[config.mk]
export PLATFORM = sky130hd
export DESIGN_NAME = out_display
export DESIGN_NICKNAME = d
export VERILOG_FILES = /design/src/rtl/out_display.sv
export SDC_FILE = /design/constraint.sdc
export NUM_CORES = 1
export LEC_CHECK = 0
export CORE_AREA = 2 2 139 141
export DETAILED_ROUTE_END_ITERATION = 8
export DIE_AREA = 0 0 141 143
export PLACE_DENSITY = 0.4
export REMOVE_ABC_BUFFERS = 1
export SLEW_MARGIN = 10
export SYNTH_ARGS = -nofsm -noshare
export SYNTH_HDL_FRONTEND = slang
export SYNTH_SLANG_ARGS = --single-unit
[constraint.sdc]
create_clock -name clk -period 3 [get_ports clk]
set_clock_uncertainty 0.2 [all_clocks]
set_input_delay 0.45 -clock clk [delete_from_list [all_inputs] [get_ports clk]]
set_output_delay 0.45 -clock clk [all_outputs]
set_load 0.01 [all_outputs]
[src/rtl/out_display.sv]
// SAP-1 output stage: holds the OUT value, converts it to BCD (double dabble) and
// scans it onto a 4-digit common-anode 7-segment display. Optional: SIGNED_DISPLAY_EN.
module out_display #(
  parameter int unsigned REFRESH_DIV = 50000
) (
  input  logic       clk,
  input  logic       rst,
  input  logic       load,
  input  logic [7:0] bus,
  output logic [7:0] out,
  output logic       busy,
  output logic [6:0] seg,
  output logic [3:0] an
);

  localparam logic S_IDLE = 1'b0;
  localparam logic S_CONV = 1'b1;

  localparam int unsigned DIV_W = $clog2(REFRESH_DIV);
  localparam logic [DIV_W-1:0] DIV_LAST = DIV_W'(REFRESH_DIV - 1);

  localparam logic [6:0] SEG_BLANK = 7'b1111111;
  localparam logic [6:0] SEG_DASH  = 7'b0111111;

  logic             state;
  logic [19:0]      shift;
  logic [19:0]      shift_nxt;
  logic [2:0]       iter;
  logic [11:0]      bcd;
  logic [11:0]      bcd_nxt;
  logic             neg_pend;
  logic             neg_disp;
  logic             neg_nxt;
  logic             conv_done;
  logic [7:0]       conv_in;
  logic             load_neg;
  logic [DIV_W-1:0] div_cnt;
  logic [DIV_W-1:0] div_nxt;
  logic [1:0]       scan_idx;
  logic [1:0]       idx_nxt;
  logic [6:0]       seg_nxt;
  logic [3:0]       an_nxt;

  function automatic logic [6:0] seg_code(input logic [3:0] d);
    logic [6:0] s;
    case (d)
      4'd0:    s = 7'b1000000;
      4'd1:    s = 7'b1111001;
      4'd2:    s = 7'b0100100;
      4'd3:    s = 7'b0110000;
      4'd4:    s = 7'b0011001;
      4'd5:    s = 7'b0010010;
      4'd6:    s = 7'b0000010;
      4'd7:    s = 7'b1111000;
      4'd8:    s = 7'b0000000;
      4'd9:    s = 7'b0010000;
      default: s = SEG_BLANK;
    endcase
    return s;
  endfunction

`ifdef SIGNED_DISPLAY_EN
  assign load_neg = bus[7];
  assign conv_in  = bus[7] ? (~bus + 8'd1) : bus;
`else
  assign load_neg = 1'b0;
  assign conv_in  = bus;
`endif

  assign busy = (state == S_CONV);

  // One double-dabble iteration: correct each BCD nibble, then shift.
  always_comb begin
    logic [19:0] dab;
    dab = shift;
    for (int unsigned i = 0; i < 3; i++) begin
      if (dab[8 + 4*i +: 4] >= 4'd5)
        dab[8 + 4*i +: 4] = dab[8 + 4*i +: 4] + 4'd3;
    end
    shift_nxt = {dab[18:0], 1'b0};
  end

  assign conv_done = !load && (state == S_CONV) && (iter == 3'd7);
  assign bcd_nxt   = conv_done ? shift_nxt[19:8] : bcd;
  assign neg_nxt   = conv_done ? neg_pend : neg_disp;

  always_ff @(posedge clk or negedge rst) begin
    if (!rst) begin
      state    <= S_IDLE;
      out      <= '0;
      shift    <= '0;
      iter     <= '0;
      neg_pend <= 1'b0;
    end else if (load) begin
      state    <= S_CONV;
      out      <= bus;
      shift    <= {12'd0, conv_in};
      iter     <= '0;
      neg_pend <= load_neg;
    end else if (state == S_CONV) begin
      shift <= shift_nxt;
      iter  <= iter + 3'd1;
      if (iter == 3'd7)
        state <= S_IDLE;
    end
  end

  always_ff @(posedge clk or negedge rst) begin
    if (!rst) begin
      bcd      <= '0;
      neg_disp <= 1'b0;
    end else begin
      bcd      <= bcd_nxt;
      neg_disp <= neg_nxt;
    end
  end

  always_comb begin
    div_nxt = (div_cnt == DIV_LAST) ? '0 : div_cnt + 1'b1;
    idx_nxt = (div_cnt == DIV_LAST) ? scan_idx + 2'd1 : scan_idx;
  end

  // seg/an are built from next-state values so fresh digits show the same edge they land.
  always_comb begin
    seg_nxt = SEG_BLANK;
    an_nxt  = ~(4'b0001 << idx_nxt);
    case (idx_nxt)
      2'd0: seg_nxt = seg_code(bcd_nxt[3:0]);
      2'd1: if (bcd_nxt[11:4] != 8'd0) seg_nxt = seg_code(bcd_nxt[7:4]);
      2'd2: if (bcd_nxt[11:8] != 4'd0) seg_nxt = seg_code(bcd_nxt[11:8]);
      2'd3: if (neg_nxt) seg_nxt = SEG_DASH;
      default: seg_nxt = SEG_BLANK;
    endcase
  end

  always_ff @(posedge clk or negedge rst) begin
    if (!rst) begin
      div_cnt  <= '0;
      scan_idx <= '0;
      seg      <= 7'b1000000;
      an       <= 4'b1110;
    end else begin
      div_cnt  <= div_nxt;
      scan_idx <= idx_nxt;
      seg      <= seg_nxt;
      an       <= an_nxt;
    end
  end

endmodule

==> metrics.md, run 1 <==
| Metric | Value |
|---|---|
| Max-cap violations | 0 |
| CTS tree | yes |
| Ant diodes | 0 |
| Largest net degree at the start of global routing | 42 |
| Clk buf depth | 2 |
| Critical path arrival | 2.88 ns |
| Synth Register Bits | 74 |
| Tightest Hold Check Type | flip-flop to flip-flop |
| Core area | 18580 um^2 |
| TritonCTS Sinks | 74 |
| Vias/cell | 4.744 |
| Leading area contributor after synthesis | dfrtp_1 |
| Endpoints failing setup | 0 |
| Row count | 50 |
| Starting Density | 23.63% |
| Worst setup SP type | flip-flop |
| Crit end category | flip-flop |
| Post-synth ARST share | 100.0% |
| TritonRoute pass-1 iters | 4 |
| Final Core Density | 29.82% |
| FMAX | 348.1 MHz |
| Number of synthesis warnings | 0 |
| Worst-Margin Slew | 0.4668 ns |
| Post-detailed-route count of antenna-violating nets | 0 |
| Drt total wl | 11100 um |
| Main synth FF type | dfrtp_1 |
| Setup CP Type | flip-flop to flip-flop |
| Status | complete, no violations |
| Number of global-route vias before repair | 3588 |
| Global-route usage over all layers | 11.60% |
| Maximum VDD drop | 270.0 uV |
| Number of I/O pins | 31 |
| Cells after synthesis | 456 |
| Sequential fraction of the synthesis area | 42.29% |
| I/O Buffers | 30 |
| Via count | 3563 |
| Die width | 141 um |
| Top post-synthesis cells by area | dfrtp_1, ha_1, mux2i_1, nor2_1, nand2_1 |
| Slew Viols, Final | 0 |
| Power Density | 511.6 nW/um^2 |
| Post-synth top cells | dfrtp_1, nor2_1, nand2_1 |
| Post-Layout Cell Count | 751 |
| Top-area cell type share of the netlist area | 39.90% |
| Post-synth EDFFs | 0 |
| Share of layout cells above drive strength 1 | 17.21% |
| Clock latency on the worst-skew pair | 0.34 ns |
| Initial antenna violation count | 0 |
| Fin crit period | 2.873 ns |
| Iter 0 DRT Violations | 173 |
| P&R area growth vs syn | 26.22% |
| Dpl hpwl | 7995 um |
| Root buffer cell | clkbuf_16 |
| Most common cell in the netlist | dfrtp_1 |
| Hold Fails Final Rpt | 0 |
| Residual DRC | 0 |
| Syn avg cell area | 9.628 um^2 |
| Synthesized area | 4390 um^2 |
| Clk slew on worst S/H paths | 0.06 ns |
| H-tree lvl count | 3 |
| CTS Buf Count | 9 |
| Die Y-Extent | 143 um |
| Global-route wire length before repair | 18490 um |
| WL per Instance | 14.77 um |
| Fin nets | 543 |
| Total Power | 2.835 mW |
| Gp weighted congestion | 0.8334 |
| Placed cells | 730 |
| Layout fillers | 1937 |
| DIE AREA | 20160 um^2 |
| Critical Path Fanout Max | 5 |
| Worst slew margin | 67.99% |
| RSZ-0062 raised after global routing | true |
| Netlist cell types | 76 |
| Final period utilization | 95.77% |
| Required @ worst endpoint | 3.01 ns |
| Lkg Pwr | 2.553 nW |
| Grt total ovfl | 0 |
[timing repair]
| item | in CTS | in global routing |
|---|---|---|
| endpoints found under the hold margin | 33 | 0 |
| setup endpoints to repair | 0 | 7 |
| setup buffers | 0 | 4 |
| resized for setup | 0 | 9 |
| hold buffers | 1 | 0 |
[cell type report]
| type | count | area (um^2) | area share, % |
|---|---|---|---|
| sequential | 74 | 1857 | 33.51 |
| tap | 234 | 292.8 | 5.283 |
| multi-input combinational | 328 | 2335 | 42.13 |
| inverter | 34 | 127.6 | 2.303 |
| timing repair buffer | 65 | 588.1 | 10.61 |
| clock inverter | 6 | 112.6 | 2.032 |
| clock buffer | 10 | 229.0 | 4.132 |
[per-layer routing]
| metal | vias to the layer above | track usage [%] | part of all wire [%] |
|---|---|---|---|
| li1 | 1722 | - | - |
| met1 | 1711 | 15.71 | 49 |
| met2 | 104 | 17.79 | 44 |
| met3 | 26 | 2.750 | 4.6 |
| met4 | 0 | 4.842 | 3.0 |
| met5 | - | 0 | 0 |
[metrics by stage]
stage	TNS, ns	worst slack [ns]	hold WS [ns]	instance area, um^2
2_1_floorplan	-2.657	-0.4918	-0.04559	4279
3_3_place_gp	0	0.02261	0.2450	5120
3_5_place_dp	0	0.02313	0.2498	5120
4_1_cts	0	0.009338	0.2577	5472
5_1_grt	-0.02282	-0.009515	0.2769	5542
6_report	0	0.1269	0.2680	5542
[where the power goes]
part | total, mW | internal (mW) | switching (mW)
registers | 1.10 | 1.06 | 0.0461
logic | 0.462 | 0.217 | 0.245
clock network | 1.27 | 0.816 | 0.454
[flip-flops by register name, summed over array words and instances (netlist names)]
signal    cells
div_cnt      16
neg_disp      1
iter          3
an            4
seg           7
busy          1
shift        20
out           8
scan_idx      2
bcd          12
[final timing paths]
check | startpoint | end | slack, ns | cells past startpoint
worst max-delay path | shift[13] | seg[1] | 0.13 | 11
worst min-delay path | div_cnt[0] | div_cnt[0] | 0.27 | 1
worst max register to register | shift[13] | seg[1] | 0.13 | 11
worst min register to register | div_cnt[0] | div_cnt[0] | 0.27 | 1
max in group asynchronous | rst | an[3] | 1.53 | 3
min in group asynchronous | rst | bcd[0] | 0.42 | 2
[worst max-delay path, cell delays in order, from the launching register on]
cell       delay (ns)
dfrtp_1          0.40
inv_2            0.09
ha_1             0.16
buf_4            0.12
nand2b_1         0.08
a211oi_1         0.36
or2_2            0.21
o21ai_0          0.12
ha_1             0.25
a2111oi_0        0.39
o211ai_1         0.15
o2111a_1         0.19
[kinds of logic (layout without fill, tap and decap cells)]
group	Yosys count	in the layout	share of synthesized area, %
AND/OR/NAND/NOR	145	145	17.27
adder cells (fa/ha/maj)	21	21	5.928
flip-flops	74	74	42.29
XOR/XNOR	19	19	4.218
multiplexers	22	22	5.158
buffers and inverters	54	115	5.443
AO/OA/AOI/OAI	121	121	19.69
[cell usage in the layout (no fill, tap or decap), types with 17 or more instances in the layout]
| cell type | instances |
|---|---|
| ha_1 | 19 |
| buf_4 | 33 |
| mux2i_1 | 19 |
| nand2_1 | 36 |
| inv_1 | 27 |
| clkdlybuf4s50_1 | 29 |
| nor2_1 | 39 |
| dfrtp_1 | 70 |
| o21ai_0 | 24 |
| a21oi_1 | 17 |
Note: power is estimated with default switching activity, not from simulation.
==> run 2: changes to the inputs <==
--- a/config.mk
+++ b/config.mk
@@ -7,7 +7,8 @@
 export LEC_CHECK = 0
 export CORE_AREA = 2 2 139 141
+export CTS_CLUSTER_DIAMETER = 50
 export DETAILED_ROUTE_END_ITERATION = 8
 export DIE_AREA = 0 0 141 143
-export PLACE_DENSITY = 0.4
+export PLACE_DENSITY = 0.39
 export REMOVE_ABC_BUFFERS = 1
 export SLEW_MARGIN = 10
==> constraint.sdc (replaced) <==
create_clock -name clk -period 3.2 [get_ports clk]
set_clock_uncertainty 0.2 [all_clocks]
set_input_delay 0.48 -clock clk [delete_from_list [all_inputs] [get_ports clk]]
set_output_delay 0.48 -clock clk [all_outputs]
set_load 0.1 [all_outputs]
==> run 2 against run 1 <==
Effect of this change:
- sequential power fell by 5%
- highest routed layer unchanged
- first-iteration DRC count rose by 18%
- sequential cell count did not move
- hold slack got worse by 0.014 ns
- critical endpoint is now seg[2]
- utilization fell by 1.1 points
- non-clock buffer count fell by 13
- global-route usage rose by 0.058 points
- critical path depth rose by 2
- cell count fell by 1.7%
==> metrics.md, run 2 (synthesized netlist as in run 1, its figures left out) <==
| Metric | Value |
|---|---|
| Lkg Pwr | 2.479 nW (was 2.553 nW) |
| Final Core Density | 28.73% (was 29.82%) |
| DIE AREA | 20160 um^2 (unchanged) |
| Critical path arrival | 2.98 ns (was 2.88 ns) |
| P&R area growth vs syn | 21.60% (was 26.22%) |
| Crit end category | flip-flop (unchanged) |
| Residual DRC | 0 (unchanged) |
| Starting Density | 23.63% (unchanged) |
| Hold-critical path endpoint | div_cnt[0] (unchanged) |
| I/O Buffers | 30 (unchanged) |
| Via count | 3474 (was 3563) |
| Worst-case reg-to-reg path depth | 13 (was 11) |
| R2r setup slk | 0.25 ns (was 0.13 ns) |
| Total Power | 2.706 mW (was 2.835 mW) |
| Grt total ovfl | 0 (unchanged) |
| Dpl hpwl | 8061 um (was 7995 um) |
| Critical Path Fanout Max | 5 (unchanged) |
| TritonCTS Sinks | 74 (unchanged) |
| Largest Register | shift (unchanged) |
| Core area | 18580 um^2 (unchanged) |
| Power Density | 506.9 nW/um^2 (was 511.6 nW/um^2) |
| Status | complete, no violations (unchanged) |
| Combinational share of power | 20.8% (was 16.3%) |
| Max FFs per register | 20 (unchanged) |
| Clock power share | 40.9% (was 44.8%) |
| CTS tree | yes (unchanged) |
| Clock latency on the worst-skew pair | 0.34 ns (about the same) |
| Clk buf depth | 2 (unchanged) |
| Final period utilization | 92.26% (was 95.77%) |
| Post-DP Area | 5002 um^2 (was 5120 um^2) |
| RSZ-0062 raised after global routing | false (was true) |
| Post-detailed-route count of antenna-violating nets | 0 (unchanged) |
| Postcts setup bufs | 0 (unchanged) |
| Worst R2R End | seg[2] (was seg[1]) |
| Share of layout cells above drive strength 1 | 18.06% (was 17.21%) |
| Switching share of total power | 31.52% (was 26.28%) |
| Power share of the sequential group | 38.3% (was 38.9%) |
| Most common cell after layout, fill and taps aside | dfrtp_1 (unchanged) |
| Vias/cell | 4.707 (was 4.744) |
| Initial antenna violation count | 0 (unchanged) |
| FF-to-FF Start | shift[16] (was shift[13]) |
| Sw Pwr | 0.8531 mW (was 0.7452 mW) |
| Iter 0 DRT Violations | 204 (was 173) |
| Die Y-Extent | 143 um (unchanged) |
| Post-route cell area | 5339 um^2 (was 5542 um^2) |
| Maximum VDD drop | 221.0 uV (was 270.0 uV) |
| FMAX | 338.7 MHz (was 348.1 MHz) |
| CTS Buf Count | 9 (unchanged) |
| Tightest Hold Check Type | flip-flop to flip-flop (unchanged) |
| Clk slew on worst S/H paths | 0.06 ns (about the same) |
| Worst slack, placed | 0.1261 ns (was 0.02313 ns) |
| Hold Fails Final Rpt | 0 (unchanged) |
| WL per Instance | 14.93 um (was 14.77 um) |
| Drt total wl | 11020 um (was 11100 um) |
| Global-route wire length before repair | 18500 um (was 18490 um) |
| Root buffer cell | clkbuf_16 (unchanged) |
| Largest regs | shift x20, div_cnt x16, bcd x12 (unchanged) |
| Number of I/O pins | 31 (unchanged) |
| TritonRoute pass-1 iters | 4 (unchanged) |
| Commonest cells after routing, fill and taps aside | dfrtp_1, buf_4, nor2_1 (was dfrtp_1, nor2_1, nand2_1) |
| Fin crit period | 2.952 ns (was 2.873 ns) |
| Global-route usage over all layers | 11.66% (was 11.60%) |
| H-tree lvl count | 3 (unchanged) |
| Row count | 50 (unchanged) |
| Worst slew margin | 63.15% (was 67.99%) |
| Fin nets | 530 (was 543) |
| Number of global-route vias before repair | 3558 (was 3588) |
| Required @ worst endpoint | 3.22 ns (was 3.01 ns) |
| Die width | 141 um (unchanged) |
| Worst setup margin | 0.2477 ns (was 0.1269 ns) |
| Setup CP Type | flip-flop to flip-flop (unchanged) |
| Gp weighted congestion | 0.7741 (was 0.8334) |
| Ant diodes | 0 (unchanged) |
| Hold path depth | 1 (unchanged) |
| Worst-Margin Slew | 0.5528 ns (was 0.4668 ns) |
| Max-cap violations | 0 (unchanged) |
| Worst setup SP type | flip-flop (unchanged) |
| Internal power | 1.853 mW (was 2.090 mW) |
| Hold Crit Start | div_cnt[0] (unchanged) |
| Largest net degree at the start of global routing | 41 (was 42) |
| Slew Viols, Final | 0 (unchanged) |
| Endpoints failing setup | 0 (unchanged) |
-- run 2: cell count changes in the layout (fill, tap and decap cells not counted), moves of 2 or more --
cell             before  now
buf_4                33   40
clkdlybuf4s50_1      29    9
clkinv_4              1    3
inv_1                27   29
inv_2                 7    5
-- run 2: repair_timing --
item,CTS,global route
endpoints found under the hold margin,34,0
hold buffers,1,0
endpoints found under the setup margin,0,2
gates resized for setup,0,3
-- run 2: worst max-delay path, stage by stage, from the launching register on --
cell	delay (ns)
dfrtp_1	0.43
inv_1	0.13
ha_1	0.21
nand2b_1	0.10
a21oi_4	0.16
xnor2_1	0.17
o21ai_1	0.13
inv_1	0.09
ha_1	0.15
nor4b_2	0.32
a31o_4	0.19
a21oi_1	0.08
o221a_1	0.24
nor3_1	0.23
-- run 2: area by class of cell --
| cell class | instances | area (um^2) |
|---|---|---|
| inverter | 34 | 127.6 |
| clock inverter | 6 | 91.34 |
| sequential | 74 | 1857 |
| tap | 234 | 292.8 |
| multi-input combinational | 328 | 2301 |
| clock buffer | 10 | 229.0 |
| timing repair buffer | 52 | 440.4 |
| fill | 1963 | 13240 |
-- run 2: worst max-delay path by stage --
stage / startpoint / to / slack [ns] / depth (start not counted)
2_1_floorplan: busy / seg[3] / -0.97 / 9
3_3_place_gp: load / seg[0] / 0.14 / 10
3_5_place_dp: load / seg[0] / 0.13 / 10
4_1_cts: shift[8] / seg[0] / 0.14 / 14
5_1_grt: shift[12] / seg[3] / 0.004 / 13
6_report: shift[16] / seg[2] / 0.25 / 13
-- run 2: per-layer routing --
metal | track usage [%] | wire length [um]
met5 | 0 | 0
met4 | 3.211 | 116
met3 | 3.052 | 573
met2 | 19.10 | 5080
met1 | 15.27 | 5249
-- run 2: per-stage QoR --
stage / cells / TNS [ns] / hold WS (ns)
2_1_floorplan: 436 / -6.005 / -0.01559
3_3_place_gp: 721 / 0 / 0.2409
3_5_place_dp: 721 / 0 / 0.2558
4_1_cts: 738 / 0 / 0.2633
5_1_grt: 738 / 0 / 0.2639
6_report: 738 / 0 / 0.2543
-- run 2: power groups by stage --
stage	registers (mW)	logic (mW)	clock network (mW)
finish	1.04	0.562	1.11
global route	1.05	0.611	1.18
CTS	1.04	0.565	1.15
detailed placement	1.05	0.562	0
global placement	1.05	0.559	0
floorplan	1.21	0.227	0
